$ cat config.mk
export PLATFORM = sky130hd
export DESIGN_NAME = adder_t
export DESIGN_NICKNAME = d
export VERILOG_FILES = /design/src/rtl/adder_t.sv
export SDC_FILE = /design/constraint.sdc
export NUM_CORES = 1
export LEC_CHECK = 0
export ABC_AREA = 1
export ABC_CLOCK_PERIOD_IN_PS = 7100
export CAP_MARGIN = 10
export CELL_PAD_IN_SITES_DETAIL_PLACEMENT = 1
export CELL_PAD_IN_SITES_GLOBAL_PLACEMENT = 2
export CORE_AREA = 2 2 74 128
export CTS_BUF_LIST = sky130_fd_sc_hd__clkbuf_2
export CTS_CLUSTER_DIAMETER = 100
export DETAILED_ROUTE_END_ITERATION = 10
export DIE_AREA = 0 0 76 130
export PLACE_DENSITY = 0.82
export SLEW_MARGIN = 20
export SYNTH_ARGS = -nofsm -noshare
export SYNTH_HDL_FRONTEND = slang
export SYNTH_SLANG_ARGS = --single-unit
export TNS_END_PERCENT = 50
$ cat constraint.sdc
create_clock -name clk -period 7.1 [get_ports clk]
set_input_delay 2.13 -clock clk [delete_from_list [all_inputs] [get_ports clk]]
set_output_delay 2.13 -clock clk [all_outputs]
set_load 0.03 [all_outputs]
$ cat src/rtl/adder_t.sv
// ============================================================================
// Module   : adder_t
// Brief    : Three-PE partial-sum plus membrane accumulator with threshold spike.
// Revision : 1.0
// ============================================================================
`default_nettype none

module adder_t #(
    parameter int WIDTH     = 8,
    parameter int THRESHOLD = 64,
    parameter int FL        = 2,
    parameter int BL        = 2
) (
    input  logic             clk,
    input  logic             rst,
    input  logic [WIDTH-1:0] pe0_data,
    input  logic [WIDTH-1:0] pe1_data,
    input  logic [WIDTH-1:0] pe2_data,
    input  logic             pe0_valid,
    input  logic             pe1_valid,
    input  logic             pe2_valid,
    output logic             pe0_ready,
    output logic             pe1_ready,
    output logic             pe2_ready,
    input  logic [WIDTH-1:0] mem_in_data,
    input  logic             mem_in_valid,
    output logic             mem_in_ready,
    output logic [WIDTH-1:0] membrane_out,
    output logic             membrane_out_valid,
    input  logic             membrane_out_ready,
    output logic             spike_out,
    output logic             spike_out_valid,
    input  logic             spike_out_ready
);

    typedef enum logic [1:0] {
        COLLECT = 2'd0,
        DELAY   = 2'd1,
        SEND    = 2'd2,
        BACKOFF = 2'd3
    } state_t;

    localparam int C_CNT_MAX = (FL > BL) ? FL : BL;
    localparam int C_CW      = $clog2(C_CNT_MAX + 2);
    localparam int C_SW      = WIDTH + 2;
    localparam int C_BL_LAST = (BL > 0) ? BL - 1 : 0;

    state_t           r_state;
    logic [C_CW-1:0]  r_cnt;
    logic [3:0]       r_got;
    logic             r_armed;
    logic [WIDTH-1:0] r_pe0;
    logic [WIDTH-1:0] r_pe1;
    logic [WIDTH-1:0] r_pe2;
    logic [WIDTH-1:0] r_mem;
    logic [WIDTH-1:0] r_mem_out;
    logic             r_spike;
    logic             r_mvalid;
    logic             r_svalid;

    logic [3:0]       w_rdy;
    logic [3:0]       w_vld;
    logic [3:0]       w_fire;
    logic [C_SW-1:0]  w_sum;
    logic             w_spike;
    logic             w_m_done;
    logic             w_s_done;

    // r_armed holds readies low until the first edge after reset release.
    assign w_rdy    = (r_armed && (r_state == COLLECT)) ? ~r_got : 4'b0000;
    assign w_vld    = {mem_in_valid, pe2_valid, pe1_valid, pe0_valid};
    assign w_fire   = w_rdy & w_vld;
    assign w_sum    = {2'b00, r_pe0} + {2'b00, r_pe1} + {2'b00, r_pe2} + {2'b00, r_mem};
    assign w_spike  = (w_sum >= C_SW'(THRESHOLD));
    assign w_m_done = !r_mvalid || membrane_out_ready;
    assign w_s_done = !r_svalid || spike_out_ready;

    assign pe0_ready          = w_rdy[0];
    assign pe1_ready          = w_rdy[1];
    assign pe2_ready          = w_rdy[2];
    assign mem_in_ready       = w_rdy[3];
    assign membrane_out       = r_mem_out;
    assign membrane_out_valid = r_mvalid;
    assign spike_out          = r_spike;
    assign spike_out_valid    = r_svalid;

    always_ff @(posedge clk or posedge rst) begin
        if (rst) begin
            r_state   <= COLLECT;
            r_cnt     <= '0;
            r_got     <= 4'b0000;
            r_armed   <= 1'b0;
            r_pe0     <= '0;
            r_pe1     <= '0;
            r_pe2     <= '0;
            r_mem     <= '0;
            r_mem_out <= '0;
            r_spike   <= 1'b0;
            r_mvalid  <= 1'b0;
            r_svalid  <= 1'b0;
        end else begin
            r_armed <= 1'b1;
            case (r_state)
                COLLECT: begin
                    if (w_fire[0]) r_pe0 <= pe0_data;
                    if (w_fire[1]) r_pe1 <= pe1_data;
                    if (w_fire[2]) r_pe2 <= pe2_data;
                    if (w_fire[3]) r_mem <= mem_in_data;
                    r_got <= r_got | w_fire;
                    if (&(r_got | w_fire)) begin
                        r_state <= DELAY;
                        r_cnt   <= '0;
                    end
                end
                DELAY: begin
                    if (r_cnt == C_CW'(FL)) begin
                        r_state   <= SEND;
                        r_mvalid  <= 1'b1;
                        r_svalid  <= 1'b1;
                        r_spike   <= w_spike;
                        r_mem_out <= w_spike ? '0 : w_sum[WIDTH-1:0];
                    end else begin
                        r_cnt <= r_cnt + C_CW'(1);
                    end
                end
                SEND: begin
                    if (r_mvalid && membrane_out_ready) r_mvalid <= 1'b0;
                    if (r_svalid && spike_out_ready)    r_svalid <= 1'b0;
                    if (w_m_done && w_s_done) begin
                        r_got   <= 4'b0000;
                        r_cnt   <= '0;
                        r_state <= (BL == 0) ? COLLECT : BACKOFF;
                    end
                end
                BACKOFF: begin
                    if (r_cnt == C_CW'(C_BL_LAST)) begin
                        r_state <= COLLECT;
                    end else begin
                        r_cnt <= r_cnt + C_CW'(1);
                    end
                end
                default: r_state <= COLLECT;
            endcase
        end
    end

endmodule

`default_nettype wire

==> flow_summary_export.csv, run 1 <==
group,metric,value,unit
status,status,"completed",
floorplanning,dieHeight,130,um
floorplanning,io_pins,55,
placement,placed_area,3590,um^2
global_routing,gr-usage-met2,27.4,%
cts,cts_made_buffers,5,
hold_path,hold-path-endpoint,"membrane_out[6]",
floorplanning,rows,46,
cts,htree_levels,2,
cts,clock_latency,0.46,ns
cts,cts-root-buf,"clkbuf_2",
sta,setup_viol,0,
detailed_routing,drt_iter0_drc,63,
detailed_routing,viasPerCell,4.40,
detailed_routing,dr.pass1.iters,4,
critical_path,crit_family,"buffers and inverters",
yosys,synth_cells,345,
global_routing,grt_busiest_layer,"met2",
sta,slew_viol_final,0,
floorplanning,die_area,9880,um^2
sta,worst_slew_pin_slew,0.786,ns
yosys,synth_area_per_cell,8.49,um^2
yosys,synth_area,2930,um^2
global_routing,track_usage,14.6,%
sta,worst_slack,2.64,ns
placement,place_hpwl,5.18,mm
sta,timing.final.crit_period,4.46,ns
critical_path,crit_path_max_fanout,8,
detailed_routing,finalWirelength,6.57,mm
floorplanning,die_w,76,um
placement,gp_congestion,0.744,
hold_path,whs_path_depth,2,
sta,slew_headroom,47.2,%
cts,post_cts_resized,0,
yosys,seq_area_frac_synth,44.4,%
critical_path,max_stage_delay,0.70,ns
global_routing,grt_max_degree,53,
cells_and_area,drive_gt1_share,3.23,%
cells_and_area,final_area,3640,um^2
critical_path,reg2reg_to,"spike_out",
sta,maxClockFrequency,224,MHz
cts,cts_sinks,52,
critical_path,cp.arrival,2.33,ns
hold_path,hold_class,"flip-flop to flip-flop",
placement,io_buffer_count,54,
detailed_routing,ant_nets,0,
cts,clock_path_buffers,2,
cells_and_area,syn2layout_area_growth,24.2,%
sta,fin_tns_setup,0,ns
global_routing,antenna_found_initial,1,
cts,cts_setup_buffers,0,
placement,dp_slack,3.18,ns
cts,cts_tree,"yes",
global_routing,grtUsageMet3,2.49,%
global_routing,grt_overflow,0,
cts,postCtsHoldBufs,0,
detailed_routing,wire_per_inst,12.5,um
global_routing,use_met1,16.6,%
cells_and_area,final_nets,473,
critical_path,cp_num_buf_inv,2,
yosys,syn_nets,416,
critical_path,r2r_slack,4.07,ns
critical_path,critPathRequiredTime,4.97,ns
yosys,synth_seq_cells,52,
critical_path,cp_slowest_cell,"clkdlybuf4s50_1",
critical_path,cp-end-kind,"primary output",
run,cap_violations,0,
sta,fin_crit_sh,62.9,%
cts,path_clk_slew,0.27,ns
critical_path,worstSetupPathType,"flip-flop to primary output",
critical_path,r2r_cells,14,
yosys,ys_warn_count,0,
detailed_routing,drc,0,
floorplanning,start_util,32.8,%
global_routing,grt_pass1_wl,11.5,mm
critical_path,rr_startpoint,"r_pe0[1]",
yosys,synth_cell_type_count,20,
hold_path,hp-start,"membrane_out[6]",
critical_path,crit_path_cell_trace,"inv_1 -> ha_1 -> nand2_2 -> nor2_1 -> clkdlybuf4s50_1",
sta,hold_viol_final,0,
floorplanning,core,8920,um^2
sta,rsz0062_at_grt,"no",
sta,finalClockSkew,0.0122,ns
global_routing,first_global_vias,2542,
critical_path,critPathLaunchType,"flip-flop",
detailed_routing,vias,2305,
-- worst max-delay path by stage --
stage | start | end | slack, ns | cells after the start
after detailed placement | r_state[0] | pe1_ready | 3.18 | 5
after global placement | r_state[0] | pe1_ready | 3.27 | 5
after CTS | r_state[0] | pe1_ready | 2.58 | 5
after global routing | r_state[0] | pe1_ready | 2.43 | 5
final | r_state[0] | pe0_ready | 2.64 | 5
after floorplan | rst | membrane_out[0] | 3.71 | 1
-- cell type report --
cell class                 count  area [um^2]
sequential                    52         1300
antenna                        1         2.50
clock inverter                 2         11.3
multi-input combinational    214         1320
clock buffer                   6         30.0
fill                        1085         5280
inverter                      74          278
tap                          120          150
timing repair buffer          55          548
-- cell families after synthesis --
kind of cell,count (synthesis),share of synthesized area [%]
simple gates,137,19.0
other cells,1,0.128
flops,52,44.4
fa+ha+maj,31,17.3
compound gates,45,8.54
buf+inv,79,10.6
-- layer usage --
| layer | wire length [um] | vias up |
|---|---|---|
| met5 | 0 | - |
| met4 | 119 | 0 |
| met3 | 188 | 7 |
| met2 | 3530 | 41 |
| met1 | 2730 | 1100 |
| li1 | - | 1157 |
-- through the flow --
| step | std cells | hold slack, ns | utilization, % |
|---|---|---|---|
| floorplan | 345 | 0.455 | - |
| global placement | 515 | 0.465 | 40.3 |
| detailed placement | 515 | 0.466 | 40.3 |
| CTS | 523 | 0.520 | 40.8 |
| global route | 524 | 0.546 | 40.8 |
| finish | 524 | 0.513 | 40.8 |
-- placed cells by master, fill, tap and decap left out, drive strengths merged --
cell / n
nand4: 10
nor3: 1
dfrtp: 52
or2: 2
o21ai: 33
inv: 74
a21oi: 3
a21boi: 4
nand3: 6
o21bai: 4
fa: 16
ha: 15
conb: 1
nand2: 98
clkinvlp: 1
clkdlybuf4s50: 54
diode: 1
clkbuf: 6
nor2: 20
buf: 1
o22ai: 1
clkinv: 1
-- worst min-delay path, stage by stage, from the launching register on --
cell     delay (ns)
dfrtp_1        0.44
inv_1          0.05
nor2_1         0.03
-- cells in the mapped netlist (all sizes together) --
cell | n | area share, %
ha | 15 | 6.4
clkbuf | 1 | 0.13
nor3 | 1 | 0.17
nand4 | 10 | 2.1
fa | 16 | 11
inv | 74 | 9.5
nand2 | 98 | 13
a21boi | 4 | 1.0
o21ai | 33 | 5.8
or2 | 2 | 0.43
nand3 | 6 | 1.0
o21bai | 4 | 1.0
buf | 4 | 1.0
a21oi | 3 | 0.51
conb | 1 | 0.13
dfrtp | 52 | 44
o22ai | 1 | 0.21
nor2 | 20 | 2.6
-- registers in the layout (all words and copies together), names as in the netlist --
register            cells
membrane_out            8
membrane_out_valid      1
r_armed                 1
r_cnt                   2
r_got                   4
r_mem                   8
r_pe0                   8
r_pe1                   8
r_pe2                   8
r_state                 2
spike_out               1
spike_out_valid         1
Power of run 1 is not shown: default switching activity piles up to over one toggle a cycle in this logic, so the estimate is an artifact.
==> run 2, diff against run 1 <==
--- a/config.mk
+++ b/config.mk
@@ -6,16 +6,16 @@
 export NUM_CORES = 1
 export LEC_CHECK = 0
 export ABC_AREA = 1
-export ABC_CLOCK_PERIOD_IN_PS = 7100
+export ABC_CLOCK_PERIOD_IN_PS = 4100
 export CAP_MARGIN = 10
 export CELL_PAD_IN_SITES_DETAIL_PLACEMENT = 1
 export CELL_PAD_IN_SITES_GLOBAL_PLACEMENT = 2
-export CORE_AREA = 2 2 74 128
+export CORE_AREA = 2 2 79 138
 export CTS_BUF_LIST = sky130_fd_sc_hd__clkbuf_2
 export CTS_CLUSTER_DIAMETER = 100
 export DETAILED_ROUTE_END_ITERATION = 10
-export DIE_AREA = 0 0 76 130
-export PLACE_DENSITY = 0.82
+export DIE_AREA = 0 0 81 140
+export PLACE_DENSITY = 0.76
 export SLEW_MARGIN = 20
 export SYNTH_ARGS = -nofsm -noshare
 export SYNTH_HDL_FRONTEND = slang
==> constraint.sdc (replaced) <==
create_clock -name clk -period 4.1 [get_ports clk]
set_input_delay 1.23 -clock clk [delete_from_list [all_inputs] [get_ports clk]]
set_output_delay 1.23 -clock clk [all_outputs]
set_load 0.03 [all_outputs]
==> flow_summary_export.csv, run 2 (synthesis gave the netlist of run 1 again) <==
group,metric,value,unit
run,cap_violations,0,
hold_path,hold_class,"flip-flop to flip-flop",
global_routing,grt_pass1_wl,11.9,mm
floorplanning,dieHeight,140,um
detailed_routing,ant_nets,0,
sta,fin_crit_sh,85.4,%
sta,slew_viol_final,0,
cts,cts_sinks,52,
floorplanning,io_pins,55,
cts,postCtsHoldBufs,0,
floorplanning,die_area,11300,um^2
hold_path,whs_path_depth,2,
sta,maxClockFrequency,285,MHz
cells_and_area,final_area,3670,um^2
detailed_routing,vias,2320,
detailed_routing,finalWirelength,6.73,mm
cts,cts_setup_buffers,0,
critical_path,r2r_cells,14,
global_routing,antenna_found_initial,1,
floorplanning,rows,49,
floorplanning,core,10200,um^2
detailed_routing,dr.pass1.iters,4,
placement,placed_area,3600,um^2
cells_and_area,final_cell_mix,"nand2_1, inv_1, clkdlybuf4s50_1, dfrtp_1, o21ai_0",
detailed_routing,drt_iter0_drc,48,
cells_and_area,syn2layout_area_growth,25.2,%
sta,fin_tns_setup,0,ns
critical_path,critPathLaunchType,"flip-flop",
floorplanning,start_util,28.8,%
cts,htree_levels,2,
global_routing,grt_max_degree,34,
cts,clock_latency,0.45,ns
detailed_routing,wire_per_inst,12.7,um
placement,io_buffer_count,54,
cells_and_area,ff_latch_area,1300,um^2
sta,worst_slew_pin_slew,0.769,ns
cts,post_cts_resized,0,
sta,rsz0062_at_grt,"no",
critical_path,cp-end-kind,"primary output",
cells_and_area,n_fill_cell,1246,
placement,gp_congestion,0.744,
sta,timing.final.crit_period,3.50,ns
detailed_routing,drc,0,
cells_and_area,final_nets,473,
sta,slew_headroom,48.3,%
cells_and_area,final_common_cell,"nand2_1",
critical_path,cp.arrival,2.27,ns
cts,cts_tree,"yes",
placement,place_hpwl,5.53,mm
cts,cts_made_buffers,5,
cts,path_clk_slew,0.25,ns
critical_path,critPathRequiredTime,2.87,ns
sta,hold_viol_final,0,
global_routing,first_global_vias,2552,
sta,setup_viol,0,
cts,cts-root-buf,"clkbuf_2",
floorplanning,die_w,81,um
critical_path,worstSetupPathType,"flip-flop to primary output",
cells_and_area,multi_input_area,1320,um^2
global_routing,track_usage,13.5,%
detailed_routing,viasPerCell,4.37,
cells_and_area,drive_gt1_share,2.98,%
sta,finalClockSkew,0.0194,ns
status,status,"completed",
global_routing,grt_overflow,0,
cts,clock_path_buffers,2,
critical_path,crit_path_max_fanout,8,
[run 2: cell count changes in the layout (fill, tap and decap cells not counted), sizes merged]
cell / delta
clkbuf: -1
clkinv: +1
clkinvlp: -1
bufinv: +1
[run 2: cell type report]
type                    instances  area share [%]
multi-input cells             214            35.9
flip-flops and latches         52            35.5
repair buffers                 55            14.9
inverters                      74            7.57
well taps                     127            4.33
clock inverters                 3            1.02
clock buffers                   5           0.682
diodes                          1          0.0682
[run 2: metrics by stage]
step                      setup slack [ns]  util (%)  cells  hold slack, ns
after detailed placement              1.13      35.4    522           0.472
after floorplan                       1.36         -    345           0.455
final                                0.597      36.0    531           0.512
after CTS                            0.550      36.0    530           0.520
after global placement                1.18      35.4    522           0.464
after global routing                 0.375      36.0    531           0.556
[run 2: final timing paths]
check | slack (ns) | start | endpoint
worst max-delay path | 0.60 | r_state[0] | pe1_ready
worst min-delay path | 0.51 | membrane_out[7] | membrane_out[7]
worst max register to register | 1.14 | r_pe0[1] | spike_out
worst min register to register | 0.51 | membrane_out[7] | membrane_out[7]
max in group asynchronous | 2.27 | rst | r_pe2[0]
min in group asynchronous | 1.04 | rst | r_pe1[5]
[run 2: layer usage]
metal / part of all wire [%] / routed length, um / GRT usage (%)
met5: 0 / 0 / 0
met4: 2.1 / 141 / 5.08
met3: 3.1 / 208 / 2.06
met2: 52 / 3520 / 24.1
met1: 43 / 2860 / 15.9
[run 2: worst max-delay path, stage by stage, from the launching register on]
cell	delay (ns)
dfrtp_1	0.48
inv_1	0.12
ha_1	0.25
nand2_2	0.13
nor2_1	0.14
clkdlybuf4s50_1	0.70
Power of run 2 is left out for the same reason.
==> run 3, diff against run 2 <==
--- a/config.mk
+++ b/config.mk
@@ -13,9 +13,11 @@
 export CORE_AREA = 2 2 79 138
 export CTS_BUF_LIST = sky130_fd_sc_hd__clkbuf_2
 export CTS_CLUSTER_DIAMETER = 100
+export CTS_CLUSTER_SIZE = 14
 export DETAILED_ROUTE_END_ITERATION = 10
 export DIE_AREA = 0 0 81 140
 export PLACE_DENSITY = 0.76
+export RECOVER_POWER = 50
 export SLEW_MARGIN = 20
 export SYNTH_ARGS = -nofsm -noshare
 export SYNTH_HDL_FRONTEND = slang
==> flow_summary_export.csv, run 3 (synthesis gave the netlist of run 1 again) <==
group,metric,value,unit
global_routing,first_global_vias,2552,
cts,post_cts_resized,0,
sta,rsz0062_at_grt,"no",
global_routing,grt_pass1_wl,11.9,mm
floorplanning,start_util,28.8,%
placement,gp_congestion,0.744,
detailed_routing,ant_nets,0,
detailed_routing,drc,0,
sta,worst_slew_pin_slew,0.768,ns
sta,timing.final.crit_period,3.57,ns
floorplanning,io_pins,55,
global_routing,antenna_found_initial,1,
critical_path,crit_path_max_fanout,8,
detailed_routing,vias,2318,
detailed_routing,wire_per_inst,12.7,um
cells_and_area,final_nets,473,
sta,setup_viol,0,
sta,slew_viol_final,0,
detailed_routing,finalWirelength,6.75,mm
cells_and_area,syn2layout_area_growth,25.1,%
hold_path,whs_path_depth,2,
placement,place_hpwl,5.53,mm
cts,htree_levels,2,
critical_path,critPathLaunchType,"flip-flop",
cells_and_area,final_cell_mix,"nand2_1, inv_1, clkdlybuf4s50_1, dfrtp_1, o21ai_0",
cells_and_area,final_common_cell,"nand2_1",
cts,path_clk_slew,0.26,ns
sta,hold_viol_final,0,
critical_path,cp.arrival,2.34,ns
floorplanning,die_w,81,um
floorplanning,dieHeight,140,um
critical_path,crit_path_cell_trace,"inv_1 -> ha_1 -> nand2_1 -> nor2_1 -> clkdlybuf4s50_1",
sta,finalClockSkew,0.0211,ns
floorplanning,die_area,11300,um^2
sta,fin_tns_setup,0,ns
cells_and_area,n_fill_cell,1246,
detailed_routing,dr.pass1.iters,4,
cts,cts_setup_buffers,0,
floorplanning,core,10200,um^2
cts,cts-root-buf,"clkbuf_2",
critical_path,max_stage_delay,0.70,ns
status,status,"completed",
cts,cts_sinks,52,
global_routing,grt_overflow,0,
global_routing,track_usage,13.5,%
cts,clock_path_buffers,2,
placement,io_buffer_count,54,
critical_path,cp-end-kind,"primary output",
global_routing,grt_max_degree,34,
cts,clock_latency,0.45,ns
run,cap_violations,0,
cts,postCtsHoldBufs,0,
sta,slew_headroom,48.4,%
critical_path,worstSetupPathType,"flip-flop to primary output",
detailed_routing,drt_iter0_drc,48,
detailed_routing,viasPerCell,4.37,
cts,cts_made_buffers,5,
sta,maxClockFrequency,280,MHz
hold_path,hold_class,"flip-flop to flip-flop",
cts,cts_tree,"yes",
cells_and_area,drive_gt1_share,2.48,%
sta,fin_crit_sh,87.0,%
critical_path,critPathRequiredTime,2.87,ns
floorplanning,rows,49,
critical_path,cp_slowest_cell,"clkdlybuf4s50_1",
critical_path,r2r_cells,14,
run 3: changes by cell type in the layout (fill, tap and decap cells not counted):
cell	delta
clkdlybuf4s50_1	-1
dlygate4sd3_1	+1
inv_1	+1
inv_2	-1
nand2_1	+1
nand2_2	-1
run 3: path summary, 6_finish.rpt:
| path | from | to | slack, ns |
|---|---|---|---|
| max | r_state[0] | pe1_ready | 0.53 |
| min | membrane_out[7] | membrane_out[7] | 0.51 |
| min in group asynchronous | rst | r_pe1[5] | 1.30 |
| max in group asynchronous | rst | r_pe2[0] | 1.88 |
| min reg2reg | membrane_out[7] | membrane_out[7] | 0.51 |
| max reg2reg | r_pe0[1] | spike_out | 1.15 |
run 3: stage by stage:
step	hold WS (ns)	utilization (%)	worst slack [ns]	instances	area, um^2
after CTS	0.520	36.0	0.550	530	3670
after detailed placement	0.472	35.4	1.13	522	3600
after global placement	0.464	35.4	1.18	522	3600
final	0.513	36.0	0.534	531	3670
after global routing	0.556	36.0	0.295	531	3670
after floorplan	0.455	-	1.36	345	2930
run 3: routing by layer:
layer	part of all wire [%]	vias up	GRT usage [%]	wire length, um
met1	42	1112	15.9	2850
met5	0	-	0	0
li1	-	1156	-	-
met2	52	41	24.1	3540
met4	2.1	0	5.08	139
met3	3.1	9	2.06	210
run 3: area by class of cell:
class	instances	area [um^2]	share of cell area, %
inverter	74	278	7.58
tap	127	159	4.33
timing repair buffer	55	548	14.9
clock buffer	5	25.0	0.683
multi-input combinational	214	1320	35.9
antenna	1	2.50	0.0683
clock inverter	3	37.5	1.02
sequential	52	1300	35.5
run 3: worst max-delay path: cells and delay by family, from the launching register on:
kind	cells	cell delay (ns)
buffers and inverters	2	0.82
adder cells (fa/ha/maj)	1	0.23
AND/OR/NAND/NOR	2	0.35
flip-flops	1	0.48
Power of run 3 is left out for the same reason.
